===== config.mk =====
export PLATFORM = sky130hd
export DESIGN_NAME = accel_conditioner
export DESIGN_NICKNAME = d
export VERILOG_FILES = /design/src/rtl/accel_pkg.sv /design/src/rtl/accel_scale.sv /design/src/rtl/accel_conditioner.sv
export SDC_FILE = /design/constraint.sdc
export NUM_CORES = 1
export LEC_CHECK = 0
export ABC_CLOCK_PERIOD_IN_PS = 9600
export CELL_PAD_IN_SITES_DETAIL_PLACEMENT = 0
export CELL_PAD_IN_SITES_GLOBAL_PLACEMENT = 2
export CORE_ASPECT_RATIO = 0.75
export CORE_MARGIN = 4
export CORE_UTILIZATION = 35
export DETAILED_ROUTE_END_ITERATION = 16
export GPL_ROUTABILITY_DRIVEN = 0
export PLACE_DENSITY = 0.85
export SYNTH_ARGS = -nofsm -noshare
export SYNTH_HDL_FRONTEND = slang
export SYNTH_SLANG_ARGS = --single-unit

===== constraint.sdc =====
create_clock -name MAX10_CLK1_50 -period 9.6 [get_ports MAX10_CLK1_50]
set_clock_uncertainty 0.15 [all_clocks]
set_input_delay 2.88 -clock MAX10_CLK1_50 [delete_from_list [all_inputs] [get_ports MAX10_CLK1_50]]
set_output_delay 2.88 -clock MAX10_CLK1_50 [all_outputs]
set_load 0.005 [all_outputs]

===== src/rtl/accel_pkg.sv =====
// Shared types and constants for the accelerometer conditioning path.
// Holds the FSM state encoding, datapath widths and the sample magnitude helper.
package accel_pkg;

  typedef enum logic [2:0] {
    ST_ACCUM   = 3'd0,
    ST_SCALE_X = 3'd1,
    ST_SCALE_Y = 3'd2,
    ST_SCALE_Z = 3'd3,
    ST_COMMIT  = 3'd4
  } accel_state_e;

  localparam int MAX_OUT = 999;
  localparam int MAG_W   = 17;
  localparam int PROD_W  = 33;

  // One extra bit lets |-32768| come out as 32768 instead of wrapping.
  function automatic logic [MAG_W-1:0] abs_mag(input logic [15:0] v);
    logic [MAG_W-1:0] ext;
    ext = {v[15], v};
    if (v[15]) begin
      abs_mag = 17'd0 - ext;
    end else begin
      abs_mag = ext;
    end
  endfunction

endpackage


===== src/rtl/accel_scale.sv =====
// Combinational average / multiply / shift / saturate datapath, shared across
// the three axes by the conditioner's state machine.
module accel_scale
  import accel_pkg::*;
#(
  parameter int          AVG_LOG2    = 3,
  parameter logic [15:0] SCALE_MUL   = 16'd1000,
  parameter int          SCALE_SHIFT = 9
) (
  input  logic [MAG_W+AVG_LOG2-1:0] acc,
  output logic [15:0]               mag
);

  logic [MAG_W-1:0]  avg_s;
  logic [PROD_W-1:0] prod_s;
  logic [PROD_W-1:0] q_s;

  // Truncating average, then fixed-point scale and clamp to the display range.
  always_comb begin
    avg_s  = MAG_W'(acc >> AVG_LOG2);
    prod_s = PROD_W'(avg_s) * PROD_W'(SCALE_MUL);
    q_s    = prod_s >> SCALE_SHIFT;
    if (q_s > PROD_W'(MAX_OUT)) begin
      mag = 16'(MAX_OUT);
    end else begin
      mag = q_s[15:0];
    end
  end

endmodule


===== src/rtl/accel_conditioner.sv =====
// Box-averages |raw| per axis over 2^AVG_LOG2 samples, scales to 0..999 and
// commits all three axes to the display outputs together.
module accel_conditioner
  import accel_pkg::*;
#(
  parameter int          AVG_LOG2    = 3,
  parameter logic [15:0] SCALE_MUL   = 16'd1000,
  parameter int          SCALE_SHIFT = 9
) (
  input  logic        MAX10_CLK1_50,
  input  logic        rst_n,
  input  logic [15:0] raw_x,
  input  logic [15:0] raw_y,
  input  logic [15:0] raw_z,
  input  logic        raw_valid,
  output logic        raw_ready,
  output logic [15:0] data_x,
  output logic [15:0] data_y,
  output logic [15:0] data_z,
  output logic        data_update,
  output logic        overrun
);

  localparam int ACC_W = MAG_W + AVG_LOG2;
  localparam logic [AVG_LOG2-1:0] CNT_LAST = {AVG_LOG2{1'b1}};

  accel_state_e        state_q, state_d;
  logic [ACC_W-1:0]    acc_x_q, acc_x_d, acc_y_q, acc_y_d, acc_z_q, acc_z_d;
  logic [AVG_LOG2-1:0] cnt_q, cnt_d;
  logic [15:0]         stage_x_q, stage_x_d, stage_y_q, stage_y_d, stage_z_q, stage_z_d;
  logic [15:0]         data_x_q, data_x_d, data_y_q, data_y_d, data_z_q, data_z_d;
  logic                upd_q, upd_d;
  logic                ovr_q, ovr_d;
  logic [ACC_W-1:0]    scale_acc_s;
  logic [15:0]         scale_mag_s;

  accel_scale #(
    .AVG_LOG2   (AVG_LOG2),
    .SCALE_MUL  (SCALE_MUL),
    .SCALE_SHIFT(SCALE_SHIFT)
  ) u_scale (
    .acc(scale_acc_s),
    .mag(scale_mag_s)
  );

  assign raw_ready   = (state_q == ST_ACCUM);
  assign data_x      = data_x_q;
  assign data_y      = data_y_q;
  assign data_z      = data_z_q;
  assign data_update = upd_q;
  assign overrun     = ovr_q;

  // Next-state, accumulation and staging logic; one axis is scaled per cycle.
  always_comb begin
    state_d     = state_q;
    acc_x_d     = acc_x_q;
    acc_y_d     = acc_y_q;
    acc_z_d     = acc_z_q;
    cnt_d       = cnt_q;
    stage_x_d   = stage_x_q;
    stage_y_d   = stage_y_q;
    stage_z_d   = stage_z_q;
    data_x_d    = data_x_q;
    data_y_d    = data_y_q;
    data_z_d    = data_z_q;
    upd_d       = 1'b0;
    scale_acc_s = acc_x_q;

    if (raw_valid && (state_q != ST_ACCUM)) begin
      ovr_d = 1'b1;
    end else begin
      ovr_d = ovr_q;
    end

    case (state_q)
      ST_ACCUM: begin
        if (raw_valid) begin
          acc_x_d = acc_x_q + ACC_W'(abs_mag(raw_x));
          acc_y_d = acc_y_q + ACC_W'(abs_mag(raw_y));
          acc_z_d = acc_z_q + ACC_W'(abs_mag(raw_z));
          cnt_d   = cnt_q + AVG_LOG2'(1'b1);
          if (cnt_q == CNT_LAST) begin
            state_d = ST_SCALE_X;
          end else begin
            state_d = ST_ACCUM;
          end
        end else begin
          state_d = ST_ACCUM;
        end
      end
      ST_SCALE_X: begin
        scale_acc_s = acc_x_q;
        stage_x_d   = scale_mag_s;
        state_d     = ST_SCALE_Y;
      end
      ST_SCALE_Y: begin
        scale_acc_s = acc_y_q;
        stage_y_d   = scale_mag_s;
        state_d     = ST_SCALE_Z;
      end
      ST_SCALE_Z: begin
        scale_acc_s = acc_z_q;
        stage_z_d   = scale_mag_s;
        state_d     = ST_COMMIT;
      end
      ST_COMMIT: begin
        data_x_d = stage_x_q;
        data_y_d = stage_y_q;
        data_z_d = stage_z_q;
        upd_d    = 1'b1;
        acc_x_d  = {ACC_W{1'b0}};
        acc_y_d  = {ACC_W{1'b0}};
        acc_z_d  = {ACC_W{1'b0}};
        cnt_d    = {AVG_LOG2{1'b0}};
        state_d  = ST_ACCUM;
      end
      default: begin
        state_d = ST_ACCUM;
      end
    endcase
  end

  // State and datapath registers.
  always_ff @(posedge MAX10_CLK1_50 or negedge rst_n) begin
    if (!rst_n) begin
      state_q   <= ST_ACCUM;
      acc_x_q   <= {ACC_W{1'b0}};
      acc_y_q   <= {ACC_W{1'b0}};
      acc_z_q   <= {ACC_W{1'b0}};
      cnt_q     <= {AVG_LOG2{1'b0}};
      stage_x_q <= 16'd0;
      stage_y_q <= 16'd0;
      stage_z_q <= 16'd0;
      data_x_q  <= 16'd0;
      data_y_q  <= 16'd0;
      data_z_q  <= 16'd0;
      upd_q     <= 1'b0;
      ovr_q     <= 1'b0;
    end else begin
      state_q   <= state_d;
      acc_x_q   <= acc_x_d;
      acc_y_q   <= acc_y_d;
      acc_z_q   <= acc_z_d;
      cnt_q     <= cnt_d;
      stage_x_q <= stage_x_d;
      stage_y_q <= stage_y_d;
      stage_z_q <= stage_z_d;
      data_x_q  <= data_x_d;
      data_y_q  <= data_y_d;
      data_z_q  <= data_z_d;
      upd_q     <= upd_d;
      ovr_q     <= ovr_d;
    end
  end

endmodule


Word-level counts from Yosys, hierarchy flattened:

Index checks and enable logic that the tools add are counted.

* register bits: 164
* latch bits: 0
* RAM bits: 0
* ROM bits: 0
* bits of input ports: 51
* output and inout bits: 51
* word-level logic and storage cells: 56
* memories: 0

* add/sub/neg operators: 7
* $mul: 1
* div/mod/pow operators: 0
* $lt $le $gt $ge: 1
* equality and inequality tests: 6
* shift operators: 0
* muxes and demuxes: 23
* bitwise gates (word level): 0
* reductions and logical operators: 5

Operators with widths (number)
* one-hot mux 20 bit (2 select lines): 4
* 2-to-1 mux 17 bit: 9
* adder 20 x 17 -> 20 bit: 3
* 2-to-1 mux 20 bit: 3
* subtractor 1 x 16 -> 17 bit (first input constant): 3
* multiplier 17 x 7 -> 24 bit (second input constant): 1
* greater-than comparator 18 x 10 -> 1 bit (second input constant): 1
* 2-to-1 mux 16 bit: 1
* one-hot mux 3 bit (4 select lines): 1
* == test 3 x 2 -> 1 bit (second input constant): 2
* == test 3 bit (second input constant): 2
* 2-to-1 mux 3 bit: 2
* one-hot mux 3 bit (2 select lines): 1
* adder 3 x 1 -> 3 bit (second input constant): 1
* == test 3 x 1 -> 1 bit (second input constant): 1
* logical NOT 3 bit: 1
* nonzero test 3 bit: 1
* 2-to-1 mux 1 bit: 2
* inequality test 2 bit (second input constant): 1
* AND reduction 2 bit: 1
* nonzero test 2 bit: 1
* logical AND 1 bit: 1

Logic depth before layout (Yosys ltp):

* word-level depth: 7
* depth in mapped cells: 27
* depth with buffers taken out: 21

Cells and area by module:

Synthesis repeated with hierarchy kept, for this count alone.

* cell total of the unflattened synthesis: 1479
* area, all modules: 13375.3 sq um

By module, submodules not included
* accel_conditioner: instances 1, cells each 1119, area each 10184.8 sq um, seq. area each 4103.9 sq um
* accel_scale: instances 1, cells each 360, area each 3190.6 sq um, seq. area each 0.0 sq um

Worst setup path before layout:

Ideal clock, no wire load.

* path kind: reg2reg
* from: register state_q[1]
* to: register stage_x_q[4]
* library setup time: 120 ps
* data arrival time: 6238 ps
* data required time: 9330 ps
* slack: 3091 ps
* cell stages (with the launch flop): 24
* path buffers: 6
* clock period less this slack: 6509 ps
* cell sequence: dfrtp_1 nand2b_1 buf_4 clkbuf_1 clkbuf_1 clkbuf_1 o21ai_0 fa_1 fa_1 inv_1 fa_1 fa_1 inv_1 ha_1 or2_2 a311o_1 a21oi_1 o21ai_2 xnor2_1 or2_1 or4_1 buf_4 buf_6 a41o_1

* word-level cells in the longest chain between the ends: 5
* elaborated cells on any way between the ends: 7
* classes of those cells: mul (1); order compare (1); eq/ne (3); mux (2)

RTL lines
* from (decl): RTL line accel_conditioner.sv:27 `accel_state_e state_q, state_d;`
* from (signal assigned): RTL line accel_conditioner.sv:140 `state_q <= state_d;`
* == test 3 x 2 -> 1 bit: RTL line accel_conditioner.sv:75 `case (state_q)`
* one-hot mux 20 bit (2 select lines): RTL line accel_conditioner.sv:75
* multiplier 17 x 7 -> 24 bit: RTL line accel_scale.sv:21 `prod_s = PROD_W'(avg_s) * PROD_W'(SCALE_MUL);`
* greater-than comparator 18 x 10 -> 1 bit: RTL line accel_scale.sv:23 `if (q_s > PROD_W'(MAX_OUT)) begin`
* 2-to-1 mux 16 bit: RTL line accel_scale.sv:23
* to (signal assigned): RTL line accel_conditioner.sv:145 `stage_x_q <= stage_x_d;`
* to (decl): RTL line accel_conditioner.sv:30 `logic [15:0] stage_x_q, stage_x_d, stage_y_q, stage_y_d, stage_z_q, stage_z_d;`

Parallel ways exist; a longest one is shown, timed or not.
A chain may end at the register's enable or synchronous reset.

Worst setup path after layout:

* from: register state_q[0]
* to: register stage_z_q[0]

* word-level cells in the longest chain between the ends: 5
* elaborated cells on any way between the ends: 6
* classes of those cells: mul (1); order compare (1); eq/ne (2); mux (2)

RTL lines
* == test 3 x 2 -> 1 bit: RTL line accel_conditioner.sv:75
* one-hot mux 20 bit (2 select lines): RTL line accel_conditioner.sv:75
* multiplier 17 x 7 -> 24 bit: RTL line accel_scale.sv:21
* greater-than comparator 18 x 10 -> 1 bit: RTL line accel_scale.sv:23
* 2-to-1 mux 16 bit: RTL line accel_scale.sv:23
* to (signal assigned): RTL line accel_conditioner.sv:147 `stage_z_q <= stage_z_d;`
* to (decl): RTL line accel_conditioner.sv:30

Parallel ways exist; a longest one is shown, timed or not.

==> metrics.md <==
| Metric | Value |
|---|---|
| Unique masters post-synth | `59` |
| ANT cells | `0` |
| Family with the most delay on the worst path | `compound AO/OA/AOI/OAI gates` |
| Hold Crit Start | `stage_y_q[11]$_DFFE_PN0N_` |
| Share of layout cells above drive strength 1 | `4.345%` |
| Status | `finished clean` |
| Least-Margin Pin Slew | `1.130 ns` |
| Synth area leaders | `dfrtp_1 (33%), ha_1 (11%), fa_1 (8.6%)` |
| Critical path's slowest cell | `dfrtp_1` |
| Total track usage | `15.77%` |
| Area Growth Syn to Fin | `16.96%` |
| Mapped Cells | `1379` |
| Clock latency on the worst-skew pair | `0.44 ns` |
| Worst r2r src | `state_q[0]$_DFF_PN0_` |
| Num rows | `59` |
| Final setup TNS | `0 ns` |
| Worst-case clock buffer depth | `2` |
| Worst Path Buf+Inv | `2` |
| Dpl ws | `2.446 ns` |
| Worst reg2reg endpoint | `stage_z_q[0]$_DFFE_PN0N_` |
| Vias in the first global route | `9352` |
| Post-synth ARST share | `100.0%` |
| Crit end category | `register` |
| Drt drc | `0` |
| CTS H-tree lvls | `4` |
| Fmax | `0.1415 GHz` |
| Seq. cell area | `4104 um2` |
| CTS tree | `yes` |
| Ports | `102` |
| Avg Cell Area, Syn | `8.913 um2` |
| Number of setup buffers added after CTS | `0` |
| Multi-input logic area | `7585 um2` |
| Number of buffers created by CTS | `17` |
| Fin worst setup slack | `2.535 ns` |
| Routed wire length per instance | `15.39 um` |
| Final Hold Viols | `0` |
| Die X | `224.4 um` |
| Syn. warnings | `0` |
| Initial antenna violation count | `0` |
| Fill count | `3493` |
| Reg2reg path depth | `20` |
| Final cell area excluding filler cells | `14380 um2` |
| CP Cell Sequence | `mux2i_1 > nor2_1 > a21oi_1 > xnor2_1 > xnor2_1 > fa_1 > fa_1 > fa_1 > inv_1 > ha_1 > a21oi_1 > o211ai_1 > a31oi_1 > o21ai_2 > or4_1 > a32oi_1 > o211ai_1 > nor4_4 > buf_4 > a41oi_1` |
| Setup Viol. Count Final | `0` |
| Hold path depth | `2` |
| DR vias | `9612` |
| Drt pass-1 iters | `5` |
| Reg2Reg Setup Slack | `2.53 ns` |
| RSZ-0062 raised after global routing | `no` |
| Post-synth top area share | `33.39%` |
| Max transition margin | `24.60%` |
| Sequential-to-total area share from yosys stat | `33.39%` |
| DIE HEIGHT | `170.3 um` |
| Largest net degree at the start of global routing | `109` |
| Worst Hold End | `data_y[11]$_DFFE_PN0P_` |
| Fin crit share | `73.60%` |
| First-pass GRT wire length | `49.64 mm` |
| Mapped Area | `12290 um2` |
| Final Max Tran Viols | `0` |
| Resized cells post-CTS | `0` |
| Synth Register Bits | `164` |
| Clock sinks | `164` |
| CP max stage delay | `0.98 ns` |
| First DRT Iteration DRCs | `520` |
| CP Data Arrival Time | `7.16 ns` |
| Final ANT Viol Nets | `0` |
| Core Area | `34700 um2` |
| GR Overflow Total | `0` |
| # Max-Cap Violations | `0` |
| Post-detail-place hpwl | `22.52 mm` |
| Final nets | `1668` |
| Die area | `38210 um2` |
| EDFF count, synth | `0` |
| CP Class | `reg2reg` |
| Min-Delay Path Class | `reg2reg` |
| Ys flop type | `dfrtp_1` |
| Clock-pin slew on the worst setup and hold paths | `0.08 ns` |
| Drt total wl | `29.71 mm` |
| Final Util | `41.43%` |
| Largest area contributor in the netlist | `dfrtp_1` |
| Peak fanout along the critical path | `30` |
| Port Buffers | `101` |
| Nature of the critical path startpoint | `register` |
| Cts hold-fix bufs | `0` |
| WP data required | `9.69 ns` |
| Dpl cell area | `13770 um2` |
| Initial Util | `35.42%` |
| Vias per cell | `4.980` |
| Final min period | `7.065 ns` |
| Root buffer cell | `clkbuf_16` |
| Most used cell, CP | `fa_1` |
## cell families after synthesis
group	Yosys count	synth area share (%)
flops	164	33.39
mux	27	2.311
simple gates	474	17.68
compound gates	283	14.46
xor+xnor	106	7.554
other cells	1	0.03051
buf+inv	165	5.192
fa+ha+maj	159	19.38
## cells in the mapped netlist, types with 3 or more instances
cell and n:
mux2i_1 22, or4_1 7, a41oi_1 10, o21bai_1 10, buf_2 3, a211oi_1 9
nor3_1 19, nor2_1 65, nand3_1 67, o2111ai_1 3, xnor2_1 66, a21o_1 19
buf_1 4, a21boi_0 7, nand2_1 218, or3_1 13, nor2b_1 34, inv_1 114
nand4_1 4, clkbuf_1 40, o21a_1 7, nand2b_1 19, mux2_2 3, a41o_1 6
and2_1 3, o31ai_1 15, or2_2 7, nor4_1 3, and3_1 9, o311ai_0 5
o41ai_1 4, o21ai_0 94, ha_1 104, a21oi_1 56, xor2_1 40, dfrtp_1 164
fa_1 53, o211ai_1 5, a31oi_1 23
## layout make-up
class | count | area share, %
clock buffers | 17 | 2.959
clock inverters | 15 | 1.236
inverters | 115 | 3.003
multi-input cells | 1052 | 52.76
flip-flops and latches | 164 | 28.55
well taps | 457 | 3.978
repair buffers | 110 | 7.512
## worst max path at each step
stage,cells past startpoint,startpoint,end
floorplan,23,state_q[1]$_DFF_PN0_,stage_x_q[4]$_DFFE_PN0P_
global placement,20,state_q[0]$_DFF_PN0_,stage_y_q[1]$_DFFE_PN0N_
detailed placement,20,state_q[0]$_DFF_PN0_,stage_z_q[1]$_DFFE_PN0N_
CTS,18,state_q[0]$_DFF_PN0_,stage_y_q[1]$_DFFE_PN0N_
global route,20,state_q[0]$_DFF_PN0_,stage_y_q[2]$_DFFE_PN0N_
finish,20,state_q[0]$_DFF_PN0_,stage_z_q[0]$_DFFE_PN0N_
## stage by stage
| stage | instances | hold WS [ns] |
|---|---|---|
| after floorplan | 1381 | 0.2809 |
| after global placement | 1898 | 0.2982 |
| after detailed placement | 1898 | 0.2904 |
| after CTS | 1930 | 0.3041 |
| after global routing | 1930 | 0.3290 |
| final | 1930 | 0.2953 |
## tightest hold or removal path: stages, from the launching register on
cell     delay (ns)
dfrtp_1        0.33
nand2_1        0.05
nand2_1        0.04
## metal layers
layer,vias to the layer above,routed length (um),track usage [%]
li1,4883,-,-
met5,-,0,0
met3,25,1102,2.587
met4,0,379,3.435
met2,166,12190,22.90
met1,4538,16040,24.61
## sequential cells by signal, indices dropped and copies added (netlist names)
name	cells
cnt_q	3
stage_z_q	16
data_y	16
acc_x_q	20
data_update	1
data_x	16
acc_y_q	20
stage_y_q	16
stage_x_q	16
data_z	16
overrun	1
state_q	3
acc_z_q	20
## cells in the final DEF (no fill, tap or decap), drive strengths merged, types with 13 or more instances in the layout
cell	Yosys	routed
nor2	65	65
inv	114	123
clkdlybuf4s50	0	100
o21ai	97	97
nand3	67	67
nor2b	34	34
nor3	19	19
a21oi	56	56
o31ai	15	15
or3	13	13
a21o	19	19
nand2b	19	19
a31oi	24	24
mux2i	22	22
fa	53	53
xnor2	66	66
nand2	218	218
dfrtp	164	164
ha	104	104
clkbuf	40	17
xor2	40	40
Power is not shown: default switching activity piles up to over one toggle a cycle in this logic, so the estimate is an artifact.
